<file path="src/rtl/cla_pipe_adder.sv">
// cla_pipe_adder: two-stage pipelined carry-lookahead adder/subtractor.
// Operands are split into 4-bit groups. Stage 1 computes per-bit propagate
// and generate terms and the group P/G terms. Stage 2 runs a second-level
// lookahead over the groups, resolves the bits inside each group and
// registers the result. A valid/ready handshake is used on both sides, and
// the block holds at most two beats in flight.
// Optional build macro CLA_PIPE_FLAGS_EN adds the registered zero/ovf outputs.
module cla_pipe_adder #(
   parameter int WIDTH = 64,
   parameter int GROUP = 4
) (
   input  logic             clk,
   input  logic             rst_n,
   input  logic             in_valid,
   output logic             in_ready,
   input  logic [WIDTH-1:0] a,
   input  logic [WIDTH-1:0] b,
   input  logic             cin,
   input  logic             sub,
   output logic             out_valid,
   input  logic             out_ready,
   output logic [WIDTH-1:0] sum,
   output logic             cout
`ifdef CLA_PIPE_FLAGS_EN
   ,
   output logic             zero,
   output logic             ovf
`endif
);

   // Number of 4-bit lookahead groups across the operand width.
   localparam int NG = WIDTH / GROUP;

   // ---------------------------------------------------------------
   // Handshake / control
   // ---------------------------------------------------------------
   logic s2_adv;
   logic s1_adv;
   logic s1_load;
   logic s2_load;
   logic s1_valid_q, s1_valid_d;
   logic out_valid_q, out_valid_d;

   // ---------------------------------------------------------------
   // Stage 1: bit and group propagate/generate
   // ---------------------------------------------------------------
   logic [WIDTH-1:0]    b_eff;
   logic [WIDTH-1:0]    p_in;
   logic [WIDTH-1:0]    g_in;
   logic [NG-1:0]       gp_in;
   logic [NG-1:0]       gg_in;
   logic                c0_in;

   // The top generate bit of each group only feeds the group G term, so
   // only the lower three generate bits of each group are carried into S1.
   logic [WIDTH-1:0]    s1_p_q, s1_p_d;
   logic [NG-1:0][2:0]  s1_g_q, s1_g_d;
   logic [NG-1:0]       s1_gp_q, s1_gp_d;
   logic [NG-1:0]       s1_gg_q, s1_gg_d;
   logic                s1_c0_q, s1_c0_d;

   // ---------------------------------------------------------------
   // Stage 2: carry resolution and result registers
   // ---------------------------------------------------------------
   logic [NG:0]         gc;
   logic [WIDTH-1:0]    sum_res;
   logic                acc;
   logic                term;
   logic [3:0]          pv;
   logic [2:0]          gv;
   logic [3:0]          cv;

   logic [WIDTH-1:0]    sum_q, sum_d;
   logic                cout_q, cout_d;

`ifdef CLA_PIPE_FLAGS_EN
   logic                msb_cin;
   logic                zero_q, zero_d;
   logic                ovf_q, ovf_d;
`endif

   // Pipeline advance conditions; in_ready never depends on in_valid.
   always_comb begin
      s2_adv      = !out_valid_q || out_ready;
      s1_adv      = !s1_valid_q || s2_adv;
      in_ready    = s1_adv;
      s1_load     = in_valid && s1_adv;
      s2_load     = s1_valid_q && s2_adv;
      s1_valid_d  = s1_adv ? in_valid : s1_valid_q;
      out_valid_d = s2_adv ? s1_valid_q : out_valid_q;
   end

   // Operand conditioning plus bit-level and group-level P/G terms.
   always_comb begin
      b_eff = sub ? ~b : b;
      c0_in = sub | cin;
      p_in  = a ^ b_eff;
      g_in  = a & b_eff;
      gp_in = '0;
      gg_in = '0;
      for (int j = 0; j < NG; j++) begin
         gp_in[j] = &p_in[4*j +: 4];
         gg_in[j] = g_in[4*j+3]
                  | (p_in[4*j+3] & g_in[4*j+2])
                  | (p_in[4*j+3] & p_in[4*j+2] & g_in[4*j+1])
                  | (p_in[4*j+3] & p_in[4*j+2] & p_in[4*j+1] & g_in[4*j]);
      end
   end

   // S1 next state: capture the new beat on acceptance, otherwise hold.
   always_comb begin
      s1_p_d  = s1_p_q;
      s1_g_d  = s1_g_q;
      s1_gp_d = s1_gp_q;
      s1_gg_d = s1_gg_q;
      s1_c0_d = s1_c0_q;
      if (s1_load) begin
         s1_p_d  = p_in;
         s1_gp_d = gp_in;
         s1_gg_d = gg_in;
         s1_c0_d = c0_in;
         for (int j = 0; j < NG; j++) begin
            s1_g_d[j] = g_in[4*j +: 3];
         end
      end
   end

   // Second-level lookahead: each group carry-in is a flat sum of products
   // of the group G/P terms and c0, then the bits resolve within each group.
   always_comb begin
      gc      = '0;
      sum_res = '0;
      acc     = 1'b0;
      term    = 1'b0;
      pv      = '0;
      gv      = '0;
      cv      = '0;
`ifdef CLA_PIPE_FLAGS_EN
      msb_cin = 1'b0;
`endif
      for (int j = 0; j <= NG; j++) begin
         acc = s1_c0_q;
         for (int m = 0; m < j; m++) begin
            acc = acc & s1_gp_q[m];
         end
         for (int k = 0; k < j; k++) begin
            term = s1_gg_q[k];
            for (int m = k + 1; m < j; m++) begin
               term = term & s1_gp_q[m];
            end
            acc = acc | term;
         end
         gc[j] = acc;
      end
      for (int j = 0; j < NG; j++) begin
         pv    = s1_p_q[4*j +: 4];
         gv    = s1_g_q[j];
         cv[0] = gc[j];
         cv[1] = gv[0] | (pv[0] & cv[0]);
         cv[2] = gv[1] | (pv[1] & cv[1]);
         cv[3] = gv[2] | (pv[2] & cv[2]);
         sum_res[4*j +: 4] = pv ^ cv;
`ifdef CLA_PIPE_FLAGS_EN
         if (j == NG - 1) begin
            msb_cin = cv[3];
         end
`endif
      end
   end

   // S2 next state: take the resolved result when S1 moves forward.
   always_comb begin
      sum_d  = sum_q;
      cout_d = cout_q;
`ifdef CLA_PIPE_FLAGS_EN
      zero_d = zero_q;
      ovf_d  = ovf_q;
`endif
      if (s2_load) begin
         sum_d  = sum_res;
         cout_d = gc[NG];
`ifdef CLA_PIPE_FLAGS_EN
         zero_d = (sum_res == '0);
         ovf_d  = msb_cin ^ gc[NG];
`endif
      end
   end

   // Pipeline registers; reset empties both stages and clears all data.
   always_ff @(posedge clk or negedge rst_n) begin
      if (!rst_n) begin
         s1_valid_q  <= 1'b0;
         out_valid_q <= 1'b0;
         s1_p_q      <= '0;
         s1_g_q      <= '0;
         s1_gp_q     <= '0;
         s1_gg_q     <= '0;
         s1_c0_q     <= 1'b0;
         sum_q       <= '0;
         cout_q      <= 1'b0;
`ifdef CLA_PIPE_FLAGS_EN
         zero_q      <= 1'b0;
         ovf_q       <= 1'b0;
`endif
      end else begin
         s1_valid_q  <= s1_valid_d;
         out_valid_q <= out_valid_d;
         s1_p_q      <= s1_p_d;
         s1_g_q      <= s1_g_d;
         s1_gp_q     <= s1_gp_d;
         s1_gg_q     <= s1_gg_d;
         s1_c0_q     <= s1_c0_d;
         sum_q       <= sum_d;
         cout_q      <= cout_d;
`ifdef CLA_PIPE_FLAGS_EN
         zero_q      <= zero_d;
         ovf_q       <= ovf_d;
`endif
      end
   end

   assign out_valid = out_valid_q;
   assign sum       = sum_q;
   assign cout      = cout_q;
`ifdef CLA_PIPE_FLAGS_EN
   assign zero      = zero_q;
   assign ovf       = ovf_q;
`endif

endmodule

</file>
<file path="config.mk">
export PLATFORM = sky130hd
export DESIGN_NAME = cla_pipe_adder
export DESIGN_NICKNAME = d
export VERILOG_FILES = /design/src/rtl/cla_pipe_adder.sv
export SDC_FILE = /design/constraint.sdc
export NUM_CORES = 1
export LEC_CHECK = 0
export ABC_AREA = 1
export BUFFER_PORTS_ARGS = -buffer_cell sky130_fd_sc_hd__buf_2
export CAP_MARGIN = 25
export CELL_PAD_IN_SITES_DETAIL_PLACEMENT = 1
export CELL_PAD_IN_SITES_GLOBAL_PLACEMENT = 2
export CORE_UTILIZATION = 32
export CTS_BUF_LIST = sky130_fd_sc_hd__clkbuf_4
export DETAILED_ROUTE_END_ITERATION = 16
export GPL_ROUTABILITY_DRIVEN = 1
export GPL_TIMING_DRIVEN = 0
export PLACE_DENSITY_LB_ADDON = 0.05
export SLEW_MARGIN = 30
export SYNTH_ARGS = -nofsm -noshare
export SYNTH_HDL_FRONTEND = slang
export SYNTH_SLANG_ARGS = --single-unit
</file>
<file path="constraint.sdc">
create_clock -name clk -period 2.7 [get_ports clk]
set_input_delay 0.27 -clock clk [delete_from_list [all_inputs] [get_ports clk]]
set_output_delay 0.27 -clock clk [all_outputs]
set_load 0.05 [all_outputs]
</file>
; ---- Word-level counts from Yosys, hierarchy flattened
; Index checks and enable logic that the tools add are counted.
; Widths: inputs -> output; s select.
[op_classes]
muxes = 1
bitwise_logic = 516
reduce_logical = 22
[op_table]
columns = operator, count
row1 = $and 1x1->1, 264
row2 = $or 1x1->1, 233
row3 = $and 64x64->64, 1
row4 = $mux 64, 1
row5 = $not 64->64, 1
row6 = $reduce_and 4->1, 16
row7 = $xor 4x4->4, 16
row8 = $xor 64x64->64, 1
row9 = $logic_and 1x1->1, 2
row10 = $logic_not 1->1, 2
row11 = $logic_or 1x1->1, 2
[word_totals]
register_bits = 212
input_bits = 134
out_inout_bits = 67
word_cells = 563

; ---- Longest topological paths before layout
[logic_depth]
word_depth = 37
depth_mapped = 20
mapped_depth_nobuf = 20

; ---- Worst setup path before layout
; OpenSTA, ideal clock, no wires.
[synth_path]
path_kind = reg-to-reg
start = reg s1_gp_q[9]
end = reg sum_q[63], in the netlist sum[63]
setup_ns = 0.128
t_arrival_ns = 2.598
required_time_ns = 2.572
path_slack_ns = -0.025
path_stages_with_launch = 21
n_path_buf = 0
period_less_slack_ns = 2.725
path_cell_list = dfrtp_1 -> nand3_1 -> clkinv_1 -> nand3_1 -> nand3_1 -> nor2_1 -> nand2_1 -> nand3_2 -> nand2_2 -> nand2_2 -> nand2_2 -> nand2_2 -> nand2_2 -> ha_1 -> or2_2 -> ha_1 -> or2_2 -> ha_1 -> nor2_1 -> xor2_1 -> o21ai_0
[synth_via]
elab_chain_len = 28
word_cells_on_any_way = 82
cone_classes = bitwise: 82
[synth_rtl]
columns = element, line
row1 = start: declaration, 58  ; logic [NG-1:0] s1_gp_q, s1_gp_d;
row2 = start signal: assignment, 210  ; s1_gp_q <= s1_gp_d;
row3 = $and 1x1->1 (on tied branches) (6 in series), "144, 149"
row4 = $or 1x1->1 (8 in series), 151  ; acc = acc | term;
row5 = $or 1x1->1 (*) (7 in series), 151
row6 = $and 1x1->1 (*), 159  ; cv[1] = gv[0] | (pv[0] & cv[0]);
row7 = $or 1x1->1 (*), 159
row8 = $and 1x1->1 (*), 160  ; cv[2] = gv[1] | (pv[1] & cv[1]);
row9 = $or 1x1->1 (*), 160
row10 = $and 1x1->1 (*), 161  ; cv[3] = gv[2] | (pv[2] & cv[2]);
row11 = $or 1x1->1 (*), 161
row12 = $xor 4x4->4 (*), 162  ; sum_res[4*j +: 4] = pv ^ cv;
row13 = end signal: assignment, 213  ; sum_q <= sum_d;
row14 = end: declaration, 73  ; logic [WIDTH-1:0] sum_q, sum_d;
; Mark *: on every way between the ends. The rest lies on a longest branch, timed or not.
; A chain may end at the register's enable or synchronous reset.

; ---- Worst setup path in the final report
[layout_path]
start = reg s1_gp_q[10]
end = reg sum_q[63], in the netlist sum[63]
[layout_via]
elab_chain_len = 27
word_cells_on_any_way = 77
cone_classes = bitwise: 77
[layout_rtl]
columns = element, line
row1 = $and 1x1->1 (on tied branches) (5 in series), "144, 149"
row2 = $or 1x1->1 (9 in series), 151
row3 = $or 1x1->1 (*) (6 in series), 151
row4 = $and 1x1->1 (*), 159
row5 = $or 1x1->1 (*), 159
row6 = $and 1x1->1 (*), 160
row7 = $or 1x1->1 (*), 160
row8 = $and 1x1->1 (*), 161
row9 = $or 1x1->1 (*), 161
row10 = $xor 4x4->4 (*), 162
; Marked as above.

==> results.txt <==
The number of global-route vias before repair is around 10000. The share of the core filled with cells came out at 43.5%. In this run, distinct cell masters in the synthesized netlist total 29.

The Yosys step of the flow raised 0 warnings. The area of all sequential standard cells came out at roughly 5300 µm². The height of the die came out at 186 µm. After clock tree synthesis, the clock-pin slew on the worst setup and hold paths is approximately 60 ps. The number of antenna violations at the first check in global routing is 2. For this design, the sink count on the clock tree is 212. The total internal power came out at around 7600 µW.

The H-tree was split into 3 levels. The total negative slack for setup checks came out at -458 ps. The post-synthesis average cell area is between 8 and 9 µm². After synthesis the netlist holds a flip-flop and latch count of 212. The share of async-settable or async-resettable flops after synthesis came out at 100%. The final wirelength is roughly 40000 µm. The worst path required time is around 3200 ps. The later-pin clock latency in the skew report is approximately 660 ps.

The routed length per instance came out at 19.3 µm. The number of buffer and inverter instances along the worst setup path is 0. The number of placed I/O pins came out at approximately 200.

The number of nets in the layout came out at ~1800. The maximum root-to-sink buffer count came out at 3. The net switching fraction of the power came out at a little over two fifths. The post-route antenna net violation count came out at 0.

The number of endpoints with negative hold slack in the final report came out at 0. The pin count of the biggest net entering global routing is 77. The relative contribution of combinational cells to total power is between 30 and 40%. The area of the multi-input gates came out at slightly below 6000 µm². The number of enable-type register cells in the synthesized netlist is 0. Of the available clock period, the critical path in the final layout requires 106%.

The die covers between 30000 and 40000 µm². The number of max-capacitance violations reported is 0. The first-pass GRT wire length is ~59000 µm. The post-route DRC violation count came out at 0. In the layout the commonest cells are sky130_fd_sc_hd__nand2_1 (392), sky130_fd_sc_hd__buf_2 (223), sky130_fd_sc_hd__dfrtp_1 (210), sky130_fd_sc_hd__nor2_1 (123), sky130_fd_sc_hd__clkbuf_4 (92). The fraction of final layout cells with drive strength greater than 1 came out at 29.4%.

The starting density of the core came out at between 30% and 40%. The max-slew violation count is 0. The final weighted congestion of routability-driven global placement came out at 0.799. Leaving out fill and tap cells, the most frequent cell in the layout is sky130_fd_sc_hd__nand2_1. The post-route worst setup slack came out at -169 ps. The pre-antenna-repair detailed-routing pass consisted of 5 iterations. The commonest register cell after synthesis is sky130_fd_sc_hd__dfrtp_1. The signed area change from the synthesized netlist to the final layout came out at 34.1%. The share of total power dissipated in sequential elements is between 30% and 40%. The via total after detailed routing is roughly 9400. The critical path class is flop to flop. The mapped netlist covers between 10000 and 15000 µm².

Setup repair after global routing could not meet its margin everywhere. The starting DRC count in detailed routing is about 320. In this run the horizontal extent of the chip is 186 µm. STA classifies the critical path startpoint as a flop.

STA puts the critical path data arrival time at 3380 ps. The quantity of I/O buffers inserted on ports is slightly below 200. The highest attainable clock frequency is ~350 MHz.

The worst IR drop on VDD came out at between 400 and 500 µV. The gate count of the mapped netlist came out at around 1200. Subtracting the final worst setup slack from the clock period gives approximately 2900 ps. The power per cell area is slightly above 900 nW/µm². The static leakage is roughly 0.0075 µW. The part of the total power dissipated in the clock network came out at 25.6%.

The total congestion overflow came out at 0. The cell at the root of the clock tree is sky130_fd_sc_hd__clkbuf_4. The run finished, with violations left.

The synthesized netlist net count came out at 1459. The site row count came out at 67. The slowest library cell on the worst path is sky130_fd_sc_hd__dfrtp_2. The total net switching power came out at 5700 µW. The total global routing track utilization came out at 23.2%. After detailed routing, the number of vias per cell comes to ~4.7. Across the routed clock network, the largest skew measured is 41.0 ps. The worst max-slew margin expressed relative to the limit is roughly 29%.

The finished layout cell area came out at roughly 15000 µm². The detailed placer's ending HPWL came out at 27200 µm. The part of the Yosys area used for sequential elements came out at between 40% and 50%. The number of inserted filler cells in the final layout is roughly 4000. The dominant cell type by count on the critical path is sky130_fd_sc_hd__nand2_2. The largest single stage delay on the critical path is ~450 ps. The measured slew at the worst slew-check pin is ~1100 ps. The core region area came out at between 30000 and 40000 µm². Setup violations remaining at the end of the flow were counted as 6. Of all nets on the critical path, the largest fanout is 4. The CTS buffer count came out at between 60 and 70. The worst setup path is captured at a flop. Walking the worst path, the cells encountered are nand2_2, nand3_2, nor2_4, nand3_4, nor2_4, nand2_2, nand3_2, nand2_4, nand2_2, nand2_2, nand2_2, nand2_2, ha_4, or2_4, ha_4, or2_4, ha_4, nor2_4, xor2_1, o21ai_1. The kind of cell with the highest combined delay along the critical path is simple AND/OR/NAND/NOR gates.

The path class of the tightest hold or removal check is input pin to flop. The clock tree from TritonCTS is built. The total placed instance area came out at between 10000 and 15000 µm².

The checks that failed: setup timing.
## metrics by stage
step	total power, µW	setup WS, ps	hold slack [ps]	std cells
final	13300	-169	46.6	2026
after floorplan	7820	13.6	-25.6	1213
after global routing	14200	-325	16.6	2026
after detailed placement	9450	-540	286	1863
after CTS	13300	-221	0.498	2019
after global placement	9390	-2860	454	1860
## kinds of logic after synthesis
logic type / Yosys count / share of synthesized area [%]
buf+inv: 99 / 3.71
simple gates: 609 / 22.5
xor+xnor: 80 / 6.46
fa+ha+maj: 112 / 12.9
flops: 212 / 48.9
compound gates: 101 / 5.51
## sequential cells by signal, indices dropped and copies added (netlist names)
register    count
s1_c0_q         1
s1_g_q         45
sum            64
s1_p_q         64
s1_valid_q      1
gv              3
s1_gg_q        16
out_valid       1
cout            1
s1_gp_q        16
## worst register-to-register path, cell delays in order (launching register included)
cell and delay [ps]:
sky130_fd_sc_hd__dfrtp_2 450, sky130_fd_sc_hd__nand2_2 100, sky130_fd_sc_hd__nand3_2 100, sky130_fd_sc_hd__nor2_4 130, sky130_fd_sc_hd__nand3_4 100, sky130_fd_sc_hd__nor2_4 120, sky130_fd_sc_hd__nand2_2 60, sky130_fd_sc_hd__nand3_2 80
sky130_fd_sc_hd__nand2_4 60, sky130_fd_sc_hd__nand2_2 60, sky130_fd_sc_hd__nand2_2 60, sky130_fd_sc_hd__nand2_2 70, sky130_fd_sc_hd__nand2_2 70, sky130_fd_sc_hd__ha_4 150, sky130_fd_sc_hd__or2_4 230, sky130_fd_sc_hd__ha_4 150
sky130_fd_sc_hd__or2_4 230, sky130_fd_sc_hd__ha_4 170, sky130_fd_sc_hd__nor2_4 80, sky130_fd_sc_hd__xor2_1 170, sky130_fd_sc_hd__o21ai_1 70
## cell usage after synthesis (2+ instances only)
cell type,count,area [µm²]
sky130_fd_sc_hd__a21o_1,2,15.0
sky130_fd_sc_hd__a21oi_1,28,140
sky130_fd_sc_hd__buf_1,6,22.5
sky130_fd_sc_hd__buf_2,25,125
sky130_fd_sc_hd__clkbuf_1,18,67.6
sky130_fd_sc_hd__clkinv_1,2,7.51
sky130_fd_sc_hd__dfrtp_1,212,5310
sky130_fd_sc_hd__ha_1,112,1400
sky130_fd_sc_hd__inv_1,47,176
sky130_fd_sc_hd__nand2_1,405,1520
sky130_fd_sc_hd__nand2_2,7,43.8
sky130_fd_sc_hd__nand3_1,11,55.1
sky130_fd_sc_hd__nor2_1,139,522
sky130_fd_sc_hd__nor3_1,10,50.1
sky130_fd_sc_hd__o21ai_0,46,230
sky130_fd_sc_hd__o31ai_1,9,67.6
sky130_fd_sc_hd__o32a_1,6,60.1
sky130_fd_sc_hd__o32ai_1,6,52.6
sky130_fd_sc_hd__or2_2,33,206
sky130_fd_sc_hd__xor2_1,80,701
## routing by layer
| metal | track usage (%) | share of wire (%) | vias to the layer above | wire, µm |
|---|---|---|---|---|
| met3 | 3.41 | 4.1 | 60 | 1590 |
| met1 | 31.0 | 46 | 4567 | 18000 |
| met4 | 7.31 | 2.2 | 0 | 849 |
| li1 | - | - | 4562 | - |
| met5 | 0 | 0 | - | 0 |
| met2 | 38.5 | 47 | 242 | 18500 |
## area by class of cell
type | instances | share of cell area, %
multi-input cells | 902 | 39.9
repair buffers | 256 | 11.1
well taps | 448 | 3.85
inverters | 50 | 1.31
clock buffers | 92 | 4.75
clock inverters | 16 | 1.14
diodes | 1 | 0.0172
plain buffers | 49 | 1.49
flip-flops and latches | 212 | 36.5
## path summary, 6_finish.rpt
check,from,to,slack (ps),cells after the start
min in group asynchronous,rst_n,sum[5],180,3
hold / removal,a[12],s1_p_q[12],50,4
setup reg to reg,s1_gp_q[10],sum[63],-170,20
hold reg to reg,sum[53],sum[53],470,2
max in group asynchronous,rst_n,s1_p_q[31],1380,5
setup / recovery,s1_gp_q[10],sum[63],-170,20
## timing repair
action	4_1_cts	5_1_grt
pin swaps	44	50
hold endpoints to repair	149	0
buffers inserted	8	9
hold buffers	40	0
endpoints found under the setup margin	18	19
resized for setup	93	74
## power groups by stage
stage          Sequential, µW  Combinational (µW)  Clock (µW)
2_1_floorplan            6160                1660           0
3_3_place_gp             4590                4790           0
3_5_place_dp             4610                4840           0
4_1_cts                  4600                5160        3530
5_1_grt                  4730                5800        3700
6_report                 4630                5280        3410
(Power assumes the default switching activity.)
